[config.mk]
export PLATFORM = sky130hd
export DESIGN_NAME = ln_1_block_16
export DESIGN_NICKNAME = d
export VERILOG_FILES = /design/src/rtl/ln_pkg.sv /design/src/rtl/ln_lut_16.sv /design/src/rtl/ln_1_block_16.sv
export SDC_FILE = /design/constraint.sdc
export NUM_CORES = 2
export LEC_CHECK = 0
export CORE_MARGIN = 5
export CORE_UTILIZATION = 60
export DETAILED_ROUTE_END_ITERATION = 16
export MAX_ROUTING_LAYER = met4
export PLACE_DENSITY = 0.85
export SYNTH_ARGS = -nofsm -noshare
export SYNTH_HDL_FRONTEND = slang
export SYNTH_SLANG_ARGS = --single-unit
[constraint.sdc]
create_clock -name clock_i -period 9.2 [get_ports clock_i]
set_input_delay 1.84 -clock clock_i [delete_from_list [all_inputs] [get_ports clock_i]]
set_output_delay 1.84 -clock clock_i [all_outputs]
set_load 0.01 [all_outputs]
[src/rtl/ln_pkg.sv]
// Shared constants, state type and coefficient table for the ln(y) datapath.
// LN_ROUND_EN adds one guard iteration (k = -1) so the result can be rounded.
package ln_pkg;

    localparam int DATA_SIZE = 16;
    localparam int PROD_W    = 33;
    localparam int LUT_W     = 16;
    localparam int LUT_DEPTH = 13;
    localparam int CNT_W     = 4;

`ifdef LN_ROUND_EN
    localparam int LN_ITERS = 13;
`else
    localparam int LN_ITERS = 12;
`endif

    localparam logic [CNT_W-1:0]  CNT_START = 4'd12;
    localparam logic [CNT_W-1:0]  CNT_LAST  = CNT_W'(13 - LN_ITERS);
    localparam logic [PROD_W-1:0] P_INIT    = 33'h1_0000_0000;
    localparam logic [15:0]       SAT_NEG   = 16'h8000;

    typedef enum logic [1:0] {
        ST_IDLE,
        ST_CALC,
        ST_HOLD
    } ln_state_e;

    // Entry j holds e^-(2^(j-9)) in 0.16; j = k + 1, so entry 0 is the guard step.
    localparam logic [LUT_W-1:0] LN_LUT [LUT_DEPTH] = '{
        16'd65408, 16'd65280, 16'd65026, 16'd64520, 16'd63520,
        16'd61565, 16'd57835, 16'd51039, 16'd39750, 16'd24109,
        16'd8869,  16'd1200,  16'd22
    };

    function automatic logic [15:0] ln_negate(input logic [11:0] mag);
        return ~{4'b0, mag} + 16'd1;
    endfunction

endpackage

[src/rtl/ln_lut_16.sv]
// Combinational coefficient ROM indexed by the iteration counter.
// Indices past the table return 0, which never passes the greedy compare.
module ln_lut_16
    import ln_pkg::*;
(
    input  logic [CNT_W-1:0] idx_i,
    output logic [LUT_W-1:0] coef_o
);

    localparam logic [CNT_W-1:0] IDX_MAX = CNT_W'(LUT_DEPTH - 1);

    always_comb begin
        coef_o = '0;
        if (idx_i <= IDX_MAX) begin
            coef_o = LN_LUT[idx_i];
        end
    end

endmodule

[src/rtl/ln_1_block_16.sv]
// ln(y) for a 0.16 operand by greedy exp-product bit decomposition, 1.7.8 result.
// Define LN_ROUND_EN for a guard iteration and rounded (saturating) output.
module ln_1_block_16
    import ln_pkg::*;
#(
    parameter int data_size = DATA_SIZE
) (
    input  logic                 clock_i,
    input  logic                 reset_n_i,
    input  logic [data_size-1:0] ln_data_i,
    input  logic                 ln_data_valid_i,
    input  logic                 ln_last_i,
    output logic                 ln_ready_o,
    output logic [data_size-1:0] ln_data_o,
    output logic                 ln_data_valid_o,
    input  logic                 ln_data_ready_i,
    output logic                 ln_done_o
);

    ln_state_e                state_q, state_d;
    logic [CNT_W-1:0]         cnt_q, cnt_d;
    logic [PROD_W-1:0]        p_q, p_d;
    logic [LN_ITERS-1:0]      x_q, x_d;
    logic [data_size-1:0]     y_q, y_d;
    logic                     last_q, last_d;
    logic                     ready_q, ready_d;
    logic [data_size-1:0]     data_q, data_d;
    logic                     valid_q, valid_d;
    logic                     done_q, done_d;

    logic [LUT_W-1:0]         coef;
    logic [PROD_W-1:0]        t;
    logic                     take;
    logic [CNT_W-1:0]         bit_idx;
    logic [11:0]              x_res;
`ifdef LN_ROUND_EN
    logic [12:0]              x_sum;
`endif

    ln_lut_16 u_lut (
        .idx_i  (cnt_q),
        .coef_o (coef)
    );

    // Keep bits [48:16] of the 1.32 x 0.16 product so t stays in 1.32.
    assign t       = PROD_W'(({16'b0, p_q} * {33'b0, coef}) >> 16);
    assign take    = (t >= {1'b0, y_q, 16'b0});
    assign bit_idx = cnt_q - CNT_LAST;

    always_comb begin
        state_d = state_q;
        cnt_d   = cnt_q;
        p_d     = p_q;
        x_d     = x_q;
        y_d     = y_q;
        last_d  = last_q;
        data_d  = data_q;
        valid_d = valid_q;
        done_d  = done_q;
        x_res   = '0;
`ifdef LN_ROUND_EN
        x_sum   = '0;
`endif

        case (state_q)
            ST_IDLE: begin
                if (ln_data_valid_i && ready_q) begin
                    state_d = ST_CALC;
                    cnt_d   = CNT_START;
                    p_d     = P_INIT;
                    x_d     = '0;
                    y_d     = ln_data_i;
                    last_d  = ln_last_i;
                end
            end
            ST_CALC: begin
                if (y_q == '0) begin
                    state_d = ST_HOLD;
                    data_d  = SAT_NEG;
                    valid_d = 1'b1;
                end else begin
                    if (take) begin
                        p_d = t;
                    end
                    x_d[bit_idx] = take;
                    cnt_d        = cnt_q - 4'd1;
                    if (cnt_q == CNT_LAST) begin
`ifdef LN_ROUND_EN
                        x_sum = {1'b0, x_d[12:1]} + {12'b0, x_d[0]};
                        x_res = x_sum[12] ? 12'hFFF : x_sum[11:0];
`else
                        x_res = x_d[11:0];
`endif
                        state_d = ST_HOLD;
                        data_d  = ln_negate(x_res);
                        valid_d = 1'b1;
                    end
                end
            end
            ST_HOLD: begin
                if (ln_data_ready_i) begin
                    state_d = ST_IDLE;
                    valid_d = 1'b0;
                    if (last_q) begin
                        done_d = 1'b1;
                    end
                end
            end
            default: state_d = ST_IDLE;
        endcase

        ready_d = (state_d == ST_IDLE);
    end

    always_ff @(posedge clock_i or negedge reset_n_i) begin
        if (!reset_n_i) begin
            state_q <= ST_IDLE;
            cnt_q   <= '0;
            p_q     <= '0;
            x_q     <= '0;
            y_q     <= '0;
            last_q  <= 1'b0;
            ready_q <= 1'b0;
            data_q  <= '0;
            valid_q <= 1'b0;
            done_q  <= 1'b0;
        end else begin
            state_q <= state_d;
            cnt_q   <= cnt_d;
            p_q     <= p_d;
            x_q     <= x_d;
            y_q     <= y_d;
            last_q  <= last_d;
            ready_q <= ready_d;
            data_q  <= data_d;
            valid_q <= valid_d;
            done_q  <= done_d;
        end
    end

    assign ln_ready_o      = ready_q;
    assign ln_data_o       = data_q;
    assign ln_data_valid_o = valid_q;
    assign ln_done_o       = done_q;

endmodule
==> metrics.md <==
| Metric | Value |
|---|---|
| Hold_buf cts | `0` |
| Met3 usage | `under 10%` |
| Syn-to-layout area delta | `23.6%` |
| Row count | `69` |
| Commonest cells after routing, fill and taps aside | `inv_1 (466), nand2_1 (426), fa_1 (414), buf_4 (295), and2_1 (162)` |
| Worst r2r src | `cnt_q[0]$_DFFE_PN0P_` |
| Worst EP required | `~9500 ps` |
| Clock input transition at the sequential cells of the worst setup and hold paths | `80 ps` |
| Max incr delay on CP | `between 500 and 600 ps` |
| Post-synthesis instance total | `2510` |
| Vias per cell | `6.26` |
| Final hold viol count | `0` |
| Post-DP HPWL | `51.5 mm` |
| Max-slew headroom | `-2.97%` |
| Failing checks | `capacitance limit, slew limit, setup timing` |
| Fin. max-slew vios | `18` |
| # fillers | `approximately 2200` |
| Core Region | `35600 um2` |
| Initial antenna violation count | `0` |
| Post-synth EDFFs | `0` |
| Synth Flop Type | `dfrtp_1` |
| Most frequent standard cell in the layout excluding fill and tap cells | `inv_1` |
| Hold EP | `ln_done_o$_DFFE_PN0P_` |
| Antenna cells | `0` |
| Hold path cells | `1` |
| Largest net degree at the start of global routing | `68` |
| Vias in the first global route | `roughly 22000` |
| DRT iter0 DRCs | `2070` |
| Synthesized netlist net count | `3109` |
| Period utilization | `111%` |
| Via count | `20258` |
| Final setup viols | `61` |
| Post-synthesis cell type count | `88` |
| Final Wtd Congestion | `0.963` |
| Worst hold path type | `reg2reg` |
| DRC viols | `0` |
| Wirelength per Cell | `22.2 um` |
| Mean area per synthesized cell | `8.62 um2` |
| R2R Path End | `ln_data_o[4]$_DFFE_PN0P_` |
| Starting density of the core | `60.8%` |
| First-pass GRT wire length | `111 mm` |
| Gr ovfl total | `0` |
| # IOs | `40` |
| Synth Warn # | `0` |
| CTS Buf Count | `9` |
| Seq/Total Area, Yosys | `10.1%` |
| Crit Path Max Fanout | `11` |
| Fmax | `97.5 MHz` |
| Tmin final | `around 10000 ps` |
| Critical path arrival | `about 11000 ps` |
| Outcome | `finished with violations` |
| Final TNS setup | `-46220 ps` |
| WL final | `71.9 mm` |
| Synthesized flop and latch total | `just under 90` |
| Share of synthesized registers carrying an async set or reset | `100%` |
| Clk buf depth | `2` |
| Final worst slack | `-1060 ps` |
| Max-Cap Viols | `1` |
| GRT Overall Usage | `36.4%` |
| TritonCTS clock tree | `done` |
| Htree depth | `3` |
| Die area | `40000 um2` |
| Placement-stage worst setup slack | `-960 ps` |
| Post-DRT Antenna Nets | `0` |
| R2r setup slk | `-1060 ps` |
| RSZ-0062 raised after global routing | `yes` |
| GR Util met1 | `41.6%` |
| CP Class | `reg2reg` |
| Nets | `3369` |
| Grt met2 use | `between 60% and 70%` |
| 1st-pass router iterations | `7` |
| Die Ht | `200 um` |
| Register-to-Register Path Depth | `40` |
| Layout Skew | `around 13 ps` |
| GR peak layer | `met2` |
| Share of cells above drive strength 1 | `21.4%` |
| Worst-Skew Late Latency | `370 ps` |
| Cell Area, Synth | `21600 um2` |
| CTS sink count | `87` |
| Least-Margin Pin Slew | `about 1500 ps` |
| CP max-delay cell | `fa_1` |
| Startpoint types | `register` |
| Crit end category | `register` |
| Hold path startpoint | `ln_done_o$_DFFE_PN0P_` |
| Root buffer selected by CTS | `clkbuf_16` |
| Crit-path most repeated cell | `fa_1` |
| I/O Buffers | `39` |
| Die X | `200 um` |
-- state kept, by name, summed over array words and instances (netlist names) --
| name | cells |
|---|---|
| cnt_q | 4 |
| x_q | 12 |
| ln_ready_o | 1 |
| last_q | 1 |
| y_q | 16 |
| ln_done_o | 1 |
| p_q | 33 |
| ln_data_valid_o | 1 |
| state_q | 2 |
| ln_data_o | 16 |
-- final cells by class --
| class | count | area [um2] | share of cell area, % |
|---|---|---|---|
| timing repair buffer | 390 | 3580 | 13.4 |
| clock buffer | 9 | 225 | 0.842 |
| clock inverter | 7 | 83.8 | 0.313 |
| sequential | 87 | 2180 | 8.15 |
| tap | 461 | 577 | 2.16 |
| inverter | 481 | 1820 | 6.79 |
| multi-input combinational | 1801 | 18300 | 68.3 |
-- synth_stat cells, types with 6 or more instances --
master	number	share of area, %
inv_1	480	8.3
and2_1	166	4.8
or3_1	8	0.23
nand3_1	47	1.1
xnor2_1	18	0.73
nor4_1	7	0.20
a21oi_1	56	1.3
o21bai_1	7	0.24
xor2_1	10	0.40
clkbuf_1	110	1.9
nand2_1	461	8.0
nor3_1	13	0.30
buf_2	11	0.25
nor2b_1	13	0.38
o21a_1	9	0.31
a21boi_0	7	0.24
o21ai_0	82	1.9
mux2i_1	6	0.28
nand4_1	21	0.61
o211ai_1	13	0.45
dfrtp_1	87	10
nor2_1	61	1.1
fa_1	431	40
and3_1	40	1.2
buf_1	17	0.29
nand2b_1	9	0.26
ha_1	147	8.5
a21o_1	18	0.62
a22o_1	7	0.28
o22ai_1	6	0.17
a31oi_1	13	0.38
o21ai_1	10	0.23
o31ai_1	19	0.66
-- through the flow --
step | instance area (um2) | std cells | utilization (%) | hold WS, ps
finish | 26700 | 3236 | 75.2 | 475
global route | 26700 | 3236 | 75.2 | 527
CTS | 26200 | 3220 | 73.6 | 479
detailed placement | 24700 | 3154 | 69.5 | 456
global placement | 24700 | 3154 | 69.5 | 453
floorplan | 22100 | 2510 | - | 446
-- timing repair --
action / CTS / global route
setup endpoints to repair: 61 / 61
pin swaps: 85 / 51
gates resized for setup: 142 / 113
buffers inserted: 42 / 19
cloned: 9 / 1
-- critical path: cells and delay by family, from the launching register on --
family,cells,cell delay [ps]
simple gates,5,1160
buf+inv,7,730
mux,1,340
fa+ha+maj,10,4020
flops,1,420
xor+xnor,1,190
compound gates,16,3280
-- cells by family after synthesis --
logic type               count (synthesis)  synth area share (%)
adder cells (fa/ha/maj)                578                  48.4
flip-flops                              87                  10.1
XOR/XNOR                                29                  1.21
AND/OR/NAND/NOR                        869                  19.1
buffers and inverters                  623                  10.9
AO/OA/AOI/OAI                          316                  9.94
multiplexers                             8                 0.382
-- how the worst max path moves through the flow --
stage / from / endpoint / slack, ps / depth (start not counted)
floorplan: cnt_q[1]$_DFFE_PN0P_ / ln_data_o[6]$_DFFE_PN0P_ / -90 / 45
global placement: cnt_q[0]$_DFFE_PN0P_ / ln_data_o[12]$_DFFE_PN0P_ / -790 / 43
detailed placement: cnt_q[0]$_DFFE_PN0P_ / ln_data_o[14]$_DFFE_PN0P_ / -960 / 44
CTS: cnt_q[0]$_DFFE_PN0P_ / ln_data_o[4]$_DFFE_PN0P_ / -260 / 42
global route: cnt_q[2]$_DFFE_PN0P_ / ln_data_o[4]$_DFFE_PN0P_ / -1140 / 42
finish: cnt_q[0]$_DFFE_PN0P_ / ln_data_o[4]$_DFFE_PN0P_ / -1060 / 40
-- metal layers --
metal,vias to the layer above,part of all wire (%),wire (um)
met1,9922,34,24400
met4,0,7.9,5700
li1,8308,-,-
met2,1496,49,34900
met5,-,0,0
met3,532,9.7,6960
Power is not shown: default switching activity piles up to over one toggle a cycle in this logic, so the estimate is an artifact.
==> RTL change, RTL diff (same settings) <==
Change the package constant `CNT_W` from 4 to 5.
--- a/src/rtl/ln_pkg.sv
+++ b/src/rtl/ln_pkg.sv
@@ -8,3 +8,3 @@
     localparam int LUT_DEPTH = 13;
-    localparam int CNT_W     = 4;
+    localparam int CNT_W     = 5;
 
Function: same outputs for any inputs over 4 cycles, from zero or initial values and one cycle with reset_n_i low; that may be too few to reach the edited logic, so the function may still have changed.
==> RTL change against the original RTL <==
The run ends with negative setup slack left; die area fell by 1.3%; setup slack improved by 0.043 ns; count of clock-buffer cells in the layout did not move; area after synthesis fell by 1.3%; synthesized cell count fell by 1.4%; sequential cell count rose by 1; routed wire length fell by 7.3%; final area fell by 1.5%; largest cell class unchanged; cell count fell by 1.3%.
Power is not shown: default switching activity piles up to over one toggle a cycle in this logic, so the estimate is an artifact.
==> RTL change: results (changes against the original RTL) <==
| Metric | Value |
|---|---|
| Post-Route WL | 66.71 mm (was 71.94 mm) |
| Largest net degree at the start of global routing | 66 (was 68) |
| Number of fill cells in the layout | 2240 (was 2191) |
| Detailed Place HPWL | 49.17 mm (was 51.54 mm) |
| Commonest cells post-synth | inv_1, nand2_1, fa_1, and2_1, ha_1 (unchanged) |
| Clk slew on worst S/H paths | 0.07 ns |
| Drt first-iter violations | 1636 (was 2070) |
| Routing usage on met1 | 40.57% (was 41.60%) |
| GP Congestion | 0.9793 (was 0.9628) |
| GR Util met2 | 56.50% (was 60.63%) |
| # placed instances | 3106 (was 3154) |
| Final std cells w/o fill | 3194 (was 3236) |
| Mean post-synth cell area | 8.627 sq um (was 8.618 sq um) |
| Most used flip-flop cell after synthesis | dfrtp_1 (unchanged) |
| Failing checks | negative setup slack (was max-capacitance violations, max-slew violations, negative setup slack) |
| Crit Path Max Fanout | 8 (was 11) |
| Max reg flops | 33 (unchanged) |
| Number of global-route vias before repair | 20588 (was 21566) |
| Setup ws final | -1.013 ns (was -1.056 ns) |
| Async set-reset flop share out of synthesis | 100.0% (unchanged) |
| Clock H-tree levels | 3 (unchanged) |
| Status | finished, violations left (unchanged) |
| Yosys cell types | 74 (was 88) |
| HP Class | reg2reg (unchanged) |
| Met3 Track Usage GR | 5.471% (was 7.167%) |
| Worst stage delay on the critical path | 0.53 ns (was 0.59 ns) |
| TritonCTS Buffers | 9 (unchanged) |
| DR pass1 iterations | 6 (was 7) |
| Register area share after synthesis | 10.32% (was 10.06%) |
| CTS root buffer | clkbuf_16 (unchanged) |
| N_diodes | 0 (unchanged) |
| Final #Nets | 3327 (was 3369) |
| # port buffers | 39 (unchanged) |
| # setup viols final | 61 (unchanged) |
| Worst Path Arrival | 10.47 ns (was 10.51 ns) |
| Vias post-DR | 19221 (was 20258) |
| Fraction of layout cells with a size suffix above 1 | 20.89% (was 21.37%) |
| Tot GR Track Use | 34.04% (was 36.37%) |
| Top post-synthesis cells by area | fa_1, dfrtp_1, ha_1 (unchanged) |
| Hold Vio Cnt, Final | 0 (unchanged) |
| Reg with most FFs | p_q (unchanged) |
| Clock Tree Buf Depth | 2 (unchanged) |
| Yosys warns | 0 (unchanged) |
| Clk Latency, worst-skew pair | 0.36 ns |
| First-pass GRT wire length | 103.4 mm (was 110.8 mm) |
| Initial antenna violation count | 0 (unchanged) |
| CP max stage cell | fa_1 (unchanged) |
| Skew final | 0.01213 ns (was 0.01340 ns) |
| Worst-Margin Slew | 1.355 ns (was 1.541 ns) |
-- RTL change: final cells by class --
cell class | instances | area [sq um] | area share (%)
tap | 461 | 576.8 | 2.190
multi-input combinational | 1780 | 17940 | 68.14
sequential | 88 | 2203 | 8.367
inverter | 467 | 1763 | 6.694
clock inverter | 7 | 67.56 | 0.2566
timing repair buffer | 382 | 3555 | 13.50
clock buffer | 9 | 225.2 | 0.8552
-- RTL change: what timing repair did --
| item | in CTS | in global routing |
|---|---|---|
| buffers inserted | 27 | 43 |
| setup endpoints to repair | 61 | 61 |
| pin swaps | 52 | 121 |
| resized for setup | 90 | 167 |
| cloned | 7 | 1 |
-- RTL change: kinds of logic after synthesis --
kind of cell    count (synthesis)  synth area share (%)
xor+xnor                       35                 1.436
buf+inv                       606                 10.76
fa+ha+maj                     578                 49.04
mux                            10                0.4983
compound gates                285                 8.635
flops                          88                 10.32
simple gates                  872                 19.31
-- RTL change: final timing paths --
path	slack, ns	endpoint	from	cells past startpoint
setup / recovery	-1.01	p_q[13]	cnt_q[0]	45
hold / removal	0.49	ln_data_o[0]	ln_data_o[0]	2
max in group asynchronous	6.62	cnt_q[0]	reset_n_i	2
hold reg to reg	0.49	ln_data_o[0]	ln_data_o[0]	2
setup reg to reg	-1.01	p_q[13]	cnt_q[0]	45
min in group asynchronous	1.35	ln_done_o	reset_n_i	1
-- RTL change: metal layers --
metal  part of all wire, %  up-vias
met2                    49     1203
met5                     0        -
met4                   6.8        0
met3                   8.9      410
met1                    35     9472
li1                      -     8136
-- RTL change: per-stage QoR --
step	cell area (sq um)	setup WS, ns	TNS (ns)
after floorplan	21650	-0.01733	-0.03467
after CTS	25380	-0.7604	-38.70
after detailed placement	24310	-1.109	-58.86
after global routing	26340	-1.236	-68.02
after global placement	24310	-0.9285	-49.06
final	26340	-1.013	-54.13
-- RTL change: worst max-delay path: cells and delay by family (launching register included) --
family                     cells  cell delay (ns)
adders and majority gates      9             3.76
and+or+nand+nor               10             1.76
DFF                            1             0.45
AOI/OAI and AO/OA             13             2.53
buffers and inverters         12             1.45
xor gates and xnor gates       1             0.11
